===== src/rtl/chip8_keypad_scanner_pkg.sv =====
// Shared keypad constants for the CHIP-8 core: matrix geometry, key index width
// and the default matrix polarity.
package chip8_keypad_scanner_pkg;

  localparam int unsigned KEY_ROWS          = 4;
  localparam int unsigned KEY_COLS          = 4;
  localparam int unsigned KEY_COUNT         = KEY_ROWS * KEY_COLS;
  localparam int unsigned KEY_IDX_W         = $clog2(KEY_COUNT);
  localparam bit          MATRIX_ACTIVE_LOW = 1'b1;

  // Index width that never collapses to zero bits.
  function automatic int unsigned idx_w(input int unsigned n);
    return (n > 1) ? $clog2(n) : 1;
  endfunction

endpackage


===== src/rtl/chip8_keypad_scanner_if.sv =====
// Keypad scanner bundle: matrix drive/sense plus the one-entry key-press event port.
interface chip8_keypad_scanner_if #(
  parameter int unsigned ROWS = chip8_keypad_scanner_pkg::KEY_ROWS,
  parameter int unsigned COLS = chip8_keypad_scanner_pkg::KEY_COLS
);
  localparam int unsigned KW = chip8_keypad_scanner_pkg::idx_w(ROWS * COLS);

  logic [ROWS-1:0]      row_out;
  logic [COLS-1:0]      col_in;
  logic [ROWS*COLS-1:0] keys;
  logic                 key_valid;
  logic [KW-1:0]        key_code;
  logic                 key_ack;

  modport master (
    output row_out, keys, key_valid, key_code,
    input  col_in, key_ack
  );

  modport slave (
    input  row_out, keys, key_valid, key_code,
    output col_in, key_ack
  );
endinterface


===== src/rtl/chip8_keypad_scanner_debounce.sv =====
// Single-key debouncer: the stable bit flips after DEBOUNCE consecutive strobed
// samples that disagree with it; a one-clock rise pulse follows each 0->1 flip.
module chip8_keypad_scanner_debounce
  import chip8_keypad_scanner_pkg::*;
#(
  parameter int unsigned DEBOUNCE = 4
) (
  input  logic clk,
  input  logic reset,
  input  logic i_sample,
  input  logic i_strobe,
  output logic o_stable,
  output logic o_rise
);
  localparam int unsigned CNT_W = idx_w(DEBOUNCE);

  logic [CNT_W-1:0] r_cnt;
  logic             r_stable;
  logic             r_rise;
  logic             w_flip;

  assign w_flip = (i_sample != r_stable) && (r_cnt == CNT_W'(DEBOUNCE - 1));

  always_ff @(posedge clk or posedge reset) begin
    if (reset) begin
      r_cnt    <= '0;
      r_stable <= 1'b0;
      r_rise   <= 1'b0;
    end else begin
      r_rise <= 1'b0;
      if (i_strobe) begin
        if (i_sample == r_stable) begin
          r_cnt <= '0;
        end else if (w_flip) begin
          r_cnt    <= '0;
          r_stable <= ~r_stable;
          r_rise   <= ~r_stable;
        end else begin
          r_cnt <= r_cnt + CNT_W'(1);
        end
      end
    end
  end

  assign o_stable = r_stable;
  assign o_rise   = r_rise;

endmodule


===== src/rtl/chip8_keypad_scanner.sv =====
// Keypad matrix scanner: row divider/counter, column synchroniser, per-key
// debounce and a one-entry lowest-index key-press event register.
module chip8_keypad_scanner
  import chip8_keypad_scanner_pkg::*;
#(
  parameter int unsigned ROWS       = KEY_ROWS,
  parameter int unsigned COLS       = KEY_COLS,
  parameter int unsigned SCAN_DIV   = 5000,
  parameter int unsigned DEBOUNCE   = 4,
  parameter bit          ACTIVE_LOW = MATRIX_ACTIVE_LOW
) (
  input  logic                   clk,
  input  logic                   reset,
  chip8_keypad_scanner_if.master kp
);
  localparam int unsigned NKEYS = ROWS * COLS;
  localparam int unsigned DIV_W = idx_w(SCAN_DIV);
  localparam int unsigned ROW_W = idx_w(ROWS);
  localparam int unsigned KW    = idx_w(NKEYS);
  localparam logic [COLS-1:0] COL_IDLE = {COLS{ACTIVE_LOW}};

  logic [DIV_W-1:0] r_div;
  logic [ROW_W-1:0] r_row;
  logic [ROWS-1:0]  r_row_out;
  logic [COLS-1:0]  r_sync1;
  logic [COLS-1:0]  r_sync2;
  logic             r_valid;
  logic [KW-1:0]    r_code;

  logic             w_edge;
  logic [ROW_W-1:0] w_row_nxt;
  logic [COLS-1:0]  w_col;
  logic [NKEYS-1:0] w_keys;
  logic [NKEYS-1:0] w_rise;
  logic [KW-1:0]    w_low;

  function automatic logic [ROWS-1:0] row_drive(input logic [ROW_W-1:0] row);
    logic [ROWS-1:0] oh;
    oh      = '0;
    oh[row] = 1'b1;
    return ACTIVE_LOW ? ~oh : oh;
  endfunction

  assign w_edge    = (r_div == DIV_W'(SCAN_DIV - 1));
  assign w_row_nxt = (r_row == ROW_W'(ROWS - 1)) ? '0 : r_row + ROW_W'(1);
  assign w_col     = ACTIVE_LOW ? ~r_sync2 : r_sync2;

  // Row dwell timer; the row drive moves on the same edge that samples the columns.
  always_ff @(posedge clk or posedge reset) begin
    if (reset) begin
      r_div     <= '0;
      r_row     <= '0;
      r_row_out <= row_drive('0);
    end else if (w_edge) begin
      r_div     <= '0;
      r_row     <= w_row_nxt;
      r_row_out <= row_drive(w_row_nxt);
    end else begin
      r_div <= r_div + DIV_W'(1);
    end
  end

  always_ff @(posedge clk or posedge reset) begin
    if (reset) begin
      r_sync1 <= COL_IDLE;
      r_sync2 <= COL_IDLE;
    end else begin
      r_sync1 <= kp.col_in;
      r_sync2 <= r_sync1;
    end
  end

  for (genvar r = 0; r < ROWS; r++) begin : g_row
    for (genvar c = 0; c < COLS; c++) begin : g_col
      chip8_keypad_scanner_debounce #(
        .DEBOUNCE(DEBOUNCE)
      ) u_db (
        .clk      (clk),
        .reset    (reset),
        .i_sample (w_col[c]),
        .i_strobe (w_edge && (r_row == ROW_W'(r))),
        .o_stable (w_keys[r*COLS+c]),
        .o_rise   (w_rise[r*COLS+c])
      );
    end
  end

  always_comb begin
    w_low = '0;
    for (int k = NKEYS - 1; k >= 0; k--) begin
      if (w_rise[k]) w_low = KW'(k);
    end
  end

  // An ack frees the slot on the same edge, so a coincident press still lands.
  always_ff @(posedge clk or posedge reset) begin
    if (reset) begin
      r_valid <= 1'b0;
      r_code  <= '0;
    end else if ((|w_rise) && (!r_valid || kp.key_ack)) begin
      r_valid <= 1'b1;
      r_code  <= w_low;
    end else if (kp.key_ack) begin
      r_valid <= 1'b0;
    end
  end

  assign kp.row_out   = r_row_out;
  assign kp.keys      = w_keys;
  assign kp.key_valid = r_valid;
  assign kp.key_code  = r_code;

endmodule


===== src/flat_wrapper.sv =====
// flat-port wrapper written by rule: the top's interface ports become plain ports
module chip8_keypad_scanner_flat import chip8_keypad_scanner_pkg::*;
#(
  parameter int unsigned ROWS       = KEY_ROWS,
  parameter int unsigned COLS       = KEY_COLS,
  parameter int unsigned SCAN_DIV   = 5000,
  parameter int unsigned DEBOUNCE   = 4,
  parameter bit          ACTIVE_LOW = MATRIX_ACTIVE_LOW
)
  (clk, reset, kp_row_out, kp_keys, kp_key_valid, kp_key_code, kp_col_in, kp_key_ack);
  chip8_keypad_scanner_if #(.ROWS(ROWS), .COLS(COLS)) kp_i ();
  input  logic clk;
  input  logic reset;
  output wire logic [$bits(kp_i.row_out)-1:0] kp_row_out;
  output wire logic [$bits(kp_i.keys)-1:0] kp_keys;
  output wire logic [$bits(kp_i.key_valid)-1:0] kp_key_valid;
  output wire logic [$bits(kp_i.key_code)-1:0] kp_key_code;
  input wire logic [$bits(kp_i.col_in)-1:0] kp_col_in;
  input wire logic [$bits(kp_i.key_ack)-1:0] kp_key_ack;
  assign kp_row_out = kp_i.row_out;
  assign kp_keys = kp_i.keys;
  assign kp_key_valid = kp_i.key_valid;
  assign kp_key_code = kp_i.key_code;
  assign kp_i.col_in = kp_col_in;
  assign kp_i.key_ack = kp_key_ack;
  chip8_keypad_scanner #(.ROWS(ROWS), .COLS(COLS), .SCAN_DIV(SCAN_DIV), .DEBOUNCE(DEBOUNCE), .ACTIVE_LOW(ACTIVE_LOW)) u_core (.clk(clk), .reset(reset), .kp(kp_i));
endmodule

===== config.mk =====
export PLATFORM = sky130hd
export DESIGN_NAME = chip8_keypad_scanner_flat
export DESIGN_NICKNAME = d
export VERILOG_FILES = /design/src/rtl/chip8_keypad_scanner_pkg.sv /design/src/rtl/chip8_keypad_scanner_if.sv /design/src/rtl/chip8_keypad_scanner_debounce.sv /design/src/rtl/chip8_keypad_scanner.sv /design/src/flat_wrapper.sv
export SDC_FILE = /design/constraint.sdc
export NUM_CORES = 1
export LEC_CHECK = 0
export CAP_MARGIN = 20
export CORE_ASPECT_RATIO = 1.1
export CORE_MARGIN = 2
export CORE_UTILIZATION = 40
export DETAILED_ROUTE_END_ITERATION = 16
export SETUP_SLACK_MARGIN = 0.5
export SYNTH_ARGS = -nofsm -noshare
export SYNTH_HDL_FRONTEND = slang
export SYNTH_SLANG_ARGS = --single-unit
export TNS_END_PERCENT = 20

===== constraint.sdc =====
create_clock -name clk -period 8.8 [get_ports clk]
set_input_delay 2.64 -clock clk [delete_from_list [all_inputs] [get_ports clk]]
set_output_delay 2.64 -clock clk [all_outputs]
set_load 0.05 [all_outputs]

## After elaboration in Yosys (flattened, before gate mapping)

Cells that the tools add are included.

- Register bits after elaboration: 96
- Latch bits: 0
- RAM bits: 0
- ROM bits: 0
- Word-level logic and storage cells: 306
- Memories kept: 0

- Add/subtract/negate cells: 18
- Multiply operators: 0
- Div/mod/pow operators: 0
- Order comparisons: 2
- Eq/ne operators: 52
- Shift-type cells: 0
- Mux-type cells: 102
- Bitwise operators: 34
- Reductions and logical operators: 43

Operator list:

| cell | number |
|---|---|
| 2-bit two-way mux | 33 |
| 4-bit two-way mux | 16 |
| 1-bit two-way mux | 51 |
| 3-bit AND reduction | 16 |
| 2-bit == test, second input constant | 18 |
| 2-bit by 1-bit adder with 2-bit output, second input constant | 17 |
| 1-bit inverter | 32 |
| 1-bit logical AND | 22 |
| 1-bit == test | 16 |
| 1-bit != test | 16 |
| 16-bit OR reduction | 1 |
| 13-bit by 1-bit adder with 13-bit output, second input constant | 1 |
| 13-bit == test, second input constant | 1 |
| 13-bit two-way mux | 1 |
| 4-bit inverter | 2 |
| 2-bit by 3-bit < comparator with 1-bit output, second input constant | 1 |
| 1-bit demux with 2-bit select | 1 |
| 2-bit by 1-bit == test with 1-bit output, second input constant | 1 |
| 2-bit by 1-bit >= comparator with 1-bit output, second input constant | 1 |
| 2-bit logical NOT | 1 |
| 2-bit nonzero test | 1 |
| 1-bit logical NOT | 1 |
| 1-bit logical OR | 1 |

## Longest topological paths before layout

Gate-level depths: netlist of run 1.

- Depth after elaboration: 16
- Gate-level depth with buffers: 8

## Modules after synthesis

A second synthesis of run 1 with hierarchy kept.

- Cells, all modules: 402
- Area, all modules: 4419.2 µm²

By module, submodules not included:

| module | times used | cells an instance | area an instance (µm²) | sequential area each (µm²) |
|---|---|---|---|---|
| chip8_keypad_scanner_debounce | 16 | 16 | 180.2 | 100.1 |
| chip8_keypad_scanner | 1 | 146 | 1536.5 | 814.5 |

## Worst setup path after synthesis of run 1

OpenSTA, ideal clock, no wires.

- Path kind: input port to flip-flop
- From: input port kp_key_ack
- To: register u_core.r_code[0] (netlist: u_core.kp.key_code[0])
- Setup time: 0.121 ns
- Data arrival time: 3.308 ns
- Required time: 8.679 ns
- Setup slack: 5.371 ns
- Stages: 5
- Path buffers: 0
- Cell sequence: nand2b_1 -> inv_1 -> nor2_1 -> o21ai_0 -> o22a_1

- Longest elaborated chain between the ends: 2

RTL lines:

| element | line | text |
|---|---|---|
| from (decl) | flat_wrapper.sv:19 | `input wire logic [$bits(kp_i.key_ack)-1:0] kp_key_ack;` |
| 1-bit logical OR | chip8_keypad_scanner.sv:100 | `end else if ((\|w_rise) && (!r_valid \|\| kp.key_ack)) begin` |
| 1-bit logical AND | chip8_keypad_scanner.sv:100 |  |
| to (signal assigned) | chip8_keypad_scanner.sv:102 | `r_code <= w_low;` |
| to (decl) | chip8_keypad_scanner.sv:28 | `logic [KW-1:0] r_code;` |

Every way passes these cells.
A chain may end at the register's enable or synchronous reset.

## Worst setup path in the final report of run 1

- From: register u_core.r_row_out[1] (netlist: u_core.kp.row_out[1])
- To: output port kp_row_out[1]

RTL lines:

| element | line | text |
|---|---|---|
| from (decl) | chip8_keypad_scanner.sv:24 | `logic [ROWS-1:0] r_row_out;` |
| from (signal assigned) | chip8_keypad_scanner.sv:53 | `r_row_out <= row_drive('0);` |
| from (signal assigned) | chip8_keypad_scanner.sv:57 | `r_row_out <= row_drive(w_row_nxt);` |
| to (decl) | flat_wrapper.sv:14 | `output wire logic [$bits(kp_i.row_out)-1:0] kp_row_out;` |

No word-level cell between the ends.

==> results.toml, run 1 <==
[run_status]
status = "completed"

[global_routing]
grt_pass1_wl_um = 13700
gr-usage-all-layers_pct = 14.8
grt-ovfl-total = 0
grt_pass1_vias = 2889
antenna_found_initial = 0
grt_max_degree = 58

[drt]
ant_nets = 0
met1_length_um = 3850
drt-initial-drc-count = 102
vias_per_cell = 4.98
totalWireLength_um = 8040
maxUsedRoutingLayer = "met4"
vias = 2921
dr_wl_met2_um = 3730
met3_length_um = 252
firstDrtPassIters = 4
drc = 0
wl_per_cell_um = 13.7

[worst_setup_path]
critPathArrivalTime_ns = 1.67
path_depth = 1
worstSetupEndpointType = "output port"
slowest_stage = "clkdlybuf4s50_1"
crit_buf_inv = 1
reg2reg_depth = 6
cp_max_fo = 2
cp-endpoint = "kp_row_out[1]"
reg2reg_to = "u_core.g_row[0].g_col[1].u_db.o_stable$_DFFE_PP0P_"
worstSetupStartpointType = "flip-flop"
critPathLaunch = "u_core.kp.row_out[1]$_DFFE_PP1N_"
cpPeakStageDelay_ns = 0.80
path_class = "flip-flop to output port"
crit_chain = "clkdlybuf4s50_1"
r2r-start = "u_core.r_div[4]$_DFF_PP0_"
worstPathRequired_ns = 6.16
r2r_setup_slack_ns = 5.90
path_delay_family = "buffers and inverters"

[logic_synthesis]
synth-async-reset-ratio_pct = 100
muxShareOfSynthArea_pct = 1.40
synth-seq-cells = 96
synthSimpleGateAreaFrac_pct = 16.9
synth_fp_nets = 448
synth_area_leader_cell = "dfrtp_1"
synth-edff-count = 0
yosysMostFrequentCell = "dfrtp_1"
synth_top_area_share_pct = 48.4
synth_common_cells = "dfrtp_1 (85), nand2_1 (61), nor2_1 (25), inv_1 (24), o21ai_0 (23)"
synthTopCellsByArea = "dfrtp_1 (48%), dfstp_2 (6.6%), ha_1 (6.3%), nand2_1 (5.2%), xor2_1 (3.2%)"
synth-seq-area-share_pct = 55.0
synthFlopType = "dfrtp_1"
yosysWarnings = 0
synthCells = 419
synth_top_family_by_area = "simple AND/OR/NAND/NOR gates"
ys_types = 38
syn-cell-area_um2 = 4390
synth-compound-area-share_pct = 8.95
synth-xor-area-share_pct = 4.99
synth_fa_ha_area_share_pct = 6.27
synth_area_per_cell_um2 = 10.5

[layout]
area_growth_pct = 14.0
utilization_pct = 46.3
drive_gt1_share_pct = 7.95
diodes = 0
nets = 464

[sta]
max_freq_mhz = 232
worst_slew_pin_slew_ns = 0.714
setup_viol = 0
worst_slew_margin_rel_pct = 52.4
finalSetupTns_ns = 0
maxSlewViolCount = 0
finalClockSkew_ns = 0.00605
period_minus_slack_ns = 4.31
hold_viol_final = 0
rsz0062_at_grt = "false"
fin_crit_sh_pct = 49.0

[floorplanning]
core_um2 = 10800
initial_core_util_pct = 40.6
dieArea_um2 = 11800
die_w_um = 104
io_pins = 32
num_rows = 40
die_y_um = 114

[clock_tree]
cts_setup_buffers = 0
h-tree-depth = 3
ctsResizeCount = 0
holdBufCountCts = 0
insertion_delay_ns = 0.34
cts.sink_count = 96
cts_buffers = 9
clk_pin_slew_ns = 0.07
cts-root-buf = "clkbuf_16"
cts_tree = "built"
clk_path_buf_depth = 2

[place]
gp_congestion = 0.770
dp_hpwl_um = 5600
port_buffers = 31

[pwr]
power.leakage_uw = 0.00243
power_density_nw_per_um2 = 171
ir_drop_mv = 0.0944

[flow_run]
drv_cap = 0

[worst_hold_path]
hold_class = "flip-flop to flip-flop"
[layout by cell type, fill, tap and decap left out, drive strengths merged, types with 10 or more instances in the layout]
| cell | instances |
|---|---|
| a21o | 11 |
| clkbuf | 10 |
| clkdlybuf4s50 | 31 |
| dfrtp | 85 |
| dfstp | 11 |
| ha | 22 |
| inv | 25 |
| nand2 | 63 |
| nand3 | 15 |
| nor2 | 25 |
| nor3 | 19 |
| nor4 | 17 |
| o21ai | 23 |
| o31ai | 12 |
| xor2 | 16 |
[cell families after synthesis]
logic type | Yosys count
AO/OA/AOI/OAI | 63
XOR/XNOR | 25
adder cells (fa/ha/maj) | 22
buffers and inverters | 52
flip-flops | 96
multiplexers | 6
AND/OR/NAND/NOR | 155
[flip-flops by register name, summed over array words and instances, names as in the netlist]
signal,count
u_core.kp.key_valid,1
u_core.r_row,2
u_core.g_row.g_col.u_db.o_stable,16
u_core.kp.key_code,4
u_core.r_sync2,4
u_core.g_row.g_col.u_db.o_rise,16
u_core.r_div,13
u_core.r_sync1,4
u_core.kp.row_out,4
u_core.g_row.g_col.u_db.r_cnt,32
[layer usage]
layer	up-vias	global-route usage [%]
met5	-	0
met4	0	8.74
met3	13	2.97
met2	39	23.6
met1	1418	18.8
li1	1451	-
[worst min path at each step]
stage                                        endpoint  slack, ns                         from  cells after the start
final                     u_core.r_sync2[3]$_DFF_PP1_       0.36  u_core.r_sync1[3]$_DFF_PP1_                      0
after global routing      u_core.r_sync2[2]$_DFF_PP1_       0.37  u_core.r_sync1[2]$_DFF_PP1_                      0
after detailed placement  u_core.r_sync2[2]$_DFF_PP1_       0.35  u_core.r_sync1[2]$_DFF_PP1_                      0
after CTS                 u_core.r_sync2[2]$_DFF_PP1_       0.36  u_core.r_sync1[2]$_DFF_PP1_                      0
after floorplan           u_core.r_sync2[0]$_DFF_PP1_       0.35  u_core.r_sync1[0]$_DFF_PP1_                      0
after global placement    u_core.r_sync2[1]$_DFF_PP1_       0.35  u_core.r_sync1[1]$_DFF_PP1_                      0
[stage by stage]
step                      hold slack [ns]  cells  cell area (um^2)  setup slack (ns)  total power (uW)
after floorplan                     0.345    419              4390              3.67               466
after global placement              0.346    571              4710              4.57               474
after detailed placement            0.348    571              4710              4.55               475
after CTS                           0.362    587              5010              4.47               865
after global routing                0.365    587              5010              4.46               886
final                               0.360    587              5010              4.49               855
[power by group]
part | internal, uW | switching, uW
registers | 445 | 4.99
clock network | 222 | 167
logic | 4.77 | 11.1
total | 671 | 184
[cell type report]
| cell class | count | area (um^2) |
|---|---|---|
| well taps | 147 | 184 |
| clock buffers | 10 | 229 |
| clock inverters | 6 | 68.8 |
| flip-flops and latches | 96 | 2420 |
| repair buffers | 33 | 325 |
| inverters | 24 | 92.6 |
| fillers | 1037 | 5800 |
| multi-input cells | 271 | 1690 |
Note: power is estimated with default switching activity, not from simulation.
==> run 2: changes to the inputs <==
Clock period 8.8 ns to 4.5 ns, I/O delays scaled along.
==> results.toml, run 2 (synthesized netlist as in run 1, its figures left out) <==
[global_routing]
grt-ovfl-total = 0
grt_use_met1_pct = 18.6
use_met3_pct = 3.14
antenna_found_initial = 0
grt_pass1_wl_um = 14100
grt_pass1_vias = 2957
grt_busiest_layer = "met2"
gr-usage-all-layers_pct = 15.0
grt_max_degree = 56
gr-usage-met2_pct = 25.6

[layout]
num-fill-cells = 1048
nets = 464
final_area_um2 = 5020
area_growth_pct = 14.4
final_common_cell = "dfrtp_1"
final_cell_mix = "dfrtp_1 (85), nand2_1 (61), clkdlybuf4s50_1 (31)"
largest_reg_flops = 32
diodes = 0
regMostFlops = "u_core.g_row.g_col.u_db.r_cnt"
drive_gt1_share_pct = 7.95
stdcell_count = 587

[place]
gp_congestion = 0.772
numPlacedInstances = 571
dpl_cell_area_um2 = 4720
dp_hpwl_um = 5590
port_buffers = 31

[floorplanning]
core_um2 = 10800
initial_core_util_pct = 40.6
num_rows = 40
die_w_um = 104
dieArea_um2 = 11800
io_pins = 32
die_y_um = 114

[pwr]
p_switching_uw = 345
power.leakage_uw = 0.00244
ir_drop_mv = 0.184
seqPwrFrac_pct = 52.6
clkPwrFrac_pct = 45.4
p_comb_share_pct = 1.9
switching_share_pct = 20.6
internal-power_uw = 1330
power_density_nw_per_um2 = 333
p_total_uw = 1670

[drt]
totalWireLength_um = 7930
wl_per_cell_um = 13.5
vias_per_cell = 4.94
firstDrtPassIters = 4
vias = 2902
drt-initial-drc-count = 95
ant_nets = 0
drc = 0

[worst_setup_path]
worstSetupStartpointType = "flip-flop"
r2r-start = "u_core.r_div[4]$_DFF_PP0_"
path_class = "flip-flop to output port"
reg2reg_depth = 5
crit_buf_inv = 1
critPathArrivalTime_ns = 1.67
r2r_setup_slack_ns = 1.81
worstPathRequired_ns = 3.15
slowest_stage = "clkdlybuf4s50_1"
cp-endpoint = "kp_row_out[1]"
reg2reg_to = "u_core.g_row[1].g_col[1].u_db.r_cnt[0]$_DFFE_PP0P_"
worstSetupEndpointType = "output port"
crit_chain = "clkdlybuf4s50_1"
critPathLaunch = "u_core.kp.row_out[1]$_DFFE_PP1N_"
cpPeakStageDelay_ns = 0.80
path_depth = 1
path_delay_family = "buffers and inverters"
cp_max_fo = 2

[sta]
maxSlewViolCount = 0
fin_crit_sh_pct = 67.2
worst_slew_margin_rel_pct = 53.6
setup_viol = 0
max_freq_mhz = 331
finalClockSkew_ns = 0.00904
hold_viol_final = 0
whs_ns = 0.355
worst_slew_pin_slew_ns = 0.691
period_minus_slack_ns = 3.02
finalSetupTns_ns = 0
rsz0062_at_grt = "false"

[clock_tree]
holdBufCountCts = 0
clk_path_buf_depth = 2
clk_pin_slew_ns = 0.07
insertion_delay_ns = 0.34
cts-root-buf = "clkbuf_16"
cts_tree = "built"
cts_buffers = 9
ctsResizeCount = 0
cts_setup_buffers = 0
cts.sink_count = 96
h-tree-depth = 3

[run_status]
status = "completed"

[flow_run]
drv_cap = 0

[worst_hold_path]
hold_class = "flip-flop to flip-flop"
==> run 2: cell types whose count changed in the layout (fill, tap and decap cells not counted), sizes merged <==
cell	delta
inv	-1
clkbuf	+1
==> run 2: how the worst min path moves through the flow <==
stage	start	endpoint	slack, ns	cells past startpoint
2_1_floorplan	u_core.r_sync1[0]$_DFF_PP1_	u_core.r_sync2[0]$_DFF_PP1_	0.35	0
3_3_place_gp	u_core.r_sync1[3]$_DFF_PP1_	u_core.r_sync2[3]$_DFF_PP1_	0.35	0
3_5_place_dp	u_core.r_sync1[0]$_DFF_PP1_	u_core.r_sync2[0]$_DFF_PP1_	0.35	0
4_1_cts	u_core.r_sync1[3]$_DFF_PP1_	u_core.r_sync2[3]$_DFF_PP1_	0.36	0
5_1_grt	u_core.r_sync1[0]$_DFF_PP1_	u_core.r_sync2[0]$_DFF_PP1_	0.36	0
6_report	u_core.r_sync1[2]$_DFF_PP1_	u_core.r_sync2[2]$_DFF_PP1_	0.35	0
==> run 2: stage by stage <==
stage / setup slack, ns / util (%)
5_1_grt: 1.43 / 46.4
6_report: 1.48 / 46.4
3_3_place_gp: 1.82 / 43.7
4_1_cts: 1.46 / 46.4
2_1_floorplan: 0.663 / -
3_5_place_dp: 1.79 / 43.7
==> run 2: layer usage <==
layer / up-vias / share of wire (%)
li1: 1458 / -
met1: 1398 / 48
met2: 37 / 48
met3: 9 / 2.3
met4: 0 / 1.8
met5: - / 0
==> run 2: final cells by class <==
cell class                      instances  area (um^2)  share of cell area [%]
Clock buffer                           11          243                    4.83
Clock inverter                          5         56.3                    1.12
Inverter                               24         92.6                    1.84
Multi-Input combinational cell        271         1690                    33.7
Sequential cell                        96         2420                    48.1
Tap cell                              147          184                    3.66
Timing Repair Buffer                   33          338                    6.73
==> run 2: power groups by stage <==
stage	registers (uW)	logic, uW	clock network, uW
global route	879	38.4	828
finish	879	32.5	759
detailed placement	895	34.4	0
floorplan	887	24.5	0
global placement	895	33.8	0
CTS	879	34.5	783
==> run 3: changes to the inputs <==
Clock period 4.5 ns to 2.6 ns, I/O delays scaled along.
==> results.toml, run 3 (synthesized netlist as in run 1, its figures left out) <==
[run_status]
status = "completed"

[worst_setup_path]
cpPeakStageDelay_ns = 0.80
worstSetupEndpointType = "output port"
slowest_stage = "clkdlybuf4s50_1"
critPathArrivalTime_ns = 1.50
path_class = "flip-flop to output port"
worstSetupStartpointType = "flip-flop"
worstPathRequired_ns = 1.82
path_delay_family = "buffers and inverters"
cp_max_fo = 2
crit_buf_inv = 1
crit_chain = "clkdlybuf4s50_1"

[layout]
drive_gt1_share_pct = 12.7
final_common_cell = "dfrtp_1"
area_growth_pct = 19.9
largest_reg_flops = 32
final_cell_mix = "dfrtp_1 (85), nand2_1 (60), nor2_1 (25)"
regMostFlops = "u_core.g_row.g_col.u_db.r_cnt"
nets = 479
num-fill-cells = 982
stdcell_count = 602
diodes = 0

[sta]
worst_slew_pin_slew_ns = 0.650
finalClockSkew_ns = 0.00711
finalSetupTns_ns = 0
period_minus_slack_ns = 2.28
fin_crit_sh_pct = 87.8
maxSlewViolCount = 0
hold_viol_final = 0
rsz0062_at_grt = "true"
layout_setup_ws_ns = 0.318
setup_viol = 0
max_freq_mhz = 438
whs_ns = 0.355
worst_slew_margin_rel_pct = 56.3

[drt]
totalWireLength_um = 8330
firstDrtPassIters = 4
ant_nets = 0
drt-initial-drc-count = 106
vias = 2993
wl_per_cell_um = 13.8
drc = 0
vias_per_cell = 4.97

[floorplanning]
die_w_um = 104
initial_core_util_pct = 40.6
io_pins = 32
die_y_um = 114
dieArea_um2 = 11800
core_um2 = 10800
num_rows = 40

[clock_tree]
holdBufCountCts = 0
cts_buffers = 9
insertion_delay_ns = 0.34
clk_path_buf_depth = 2
h-tree-depth = 3
cts.sink_count = 96
cts-root-buf = "clkbuf_16"
cts_tree = "built"
clk_pin_slew_ns = 0.07

[pwr]
clkPwrFrac_pct = 43.8
p_switching_uw = 594
internal-power_uw = 2230
switching_share_pct = 21.1
seqPwrFrac_pct = 53.9
p_comb_share_pct = 2.3
power.leakage_uw = 0.00274
power_density_nw_per_um2 = 536
ir_drop_mv = 0.296

[place]
dp_slack_ns = 0.216
port_buffers = 31
gp_congestion = 0.785
numPlacedInstances = 578
dp_hpwl_um = 5880

[global_routing]
grt_pass1_wl_um = 14200
grt-ovfl-total = 0
antenna_found_initial = 0
grt_pass1_vias = 2966
grt_max_degree = 35
gr-usage-all-layers_pct = 15.0

[worst_hold_path]
hold_class = "flip-flop to flip-flop"

[flow_run]
drv_cap = 0
run 3: area by class of cell:
class / instances / area, um^2 / area share [%]
Inverter: 24 / 93.8 / 1.78
Multi-Input combinational cell: 271 / 1800 / 34.1
Tap cell: 147 / 184 / 3.49
Clock inverter: 3 / 17.5 / 0.333
Sequential cell: 96 / 2420 / 45.9
Clock buffer: 13 / 260 / 4.94
Timing Repair Buffer: 48 / 497 / 9.43
run 3: path summary, 6_finish.rpt:
kind | to | depth (start not counted) | start | slack, ns
min in group asynchronous | u_core.g_row[1].g_col[1].u_db.r_cnt[1]$_DFFE_PP0P_ | 2 | reset | 0.82
worst max register to register | u_core.g_row[3].g_col[3].u_db.o_stable$_DFFE_PP0P_ | 7 | u_core.r_div[11]$_DFF_PP0_ | 0.44
worst max-delay path | kp_key_code[1] | 1 | u_core.kp.key_code[1]$_DFFE_PP0P_ | 0.32
worst min register to register | u_core.r_sync2[0]$_DFF_PP1_ | 0 | u_core.r_sync1[0]$_DFF_PP1_ | 0.36
worst min-delay path | u_core.r_sync2[0]$_DFF_PP1_ | 0 | u_core.r_sync1[0]$_DFF_PP1_ | 0.36
max in group asynchronous | u_core.kp.row_out[2]$_DFFE_PP1N_ | 3 | reset | 1.15
run 3: through the flow:
stage | util (%) | power (uW) | instance area [um^2]
3_5_place_dp | 44.4 | 1610 | 4800
5_1_grt | 48.7 | 2910 | 5270
4_1_cts | 47.2 | 2850 | 5110
6_report | 48.7 | 2820 | 5270
3_3_place_gp | 44.4 | 1610 | 4800
2_1_floorplan | - | 1580 | 4390
run 3: per-layer routing:
metal  part of all wire (%)  track usage (%)  vias to the layer above
li1                       -                -                     1478
met1                     48             19.6                     1460
met2                     48             24.6                       44
met3                    2.9             3.09                       11
met4                    1.7             6.31                        0
met5                      0                0                        -
run 3: power by group through the flow:
stage | Sequential [uW] | Clock [uW] | Combinational [uW]
floorplan | 1540 | 0 | 42.8
global route | 1520 | 1320 | 74.1
global placement | 1550 | 0 | 63.9
CTS | 1520 | 1260 | 65.5
finish | 1520 | 1230 | 64.8
detailed placement | 1550 | 0 | 64.9
run 3: what timing repair did:
action	in CTS	in global routing
setup buffers	2	6
pin swaps	2	5
endpoints found under the setup margin	82	71
gates cloned	0	0
gates resized for setup	25	22
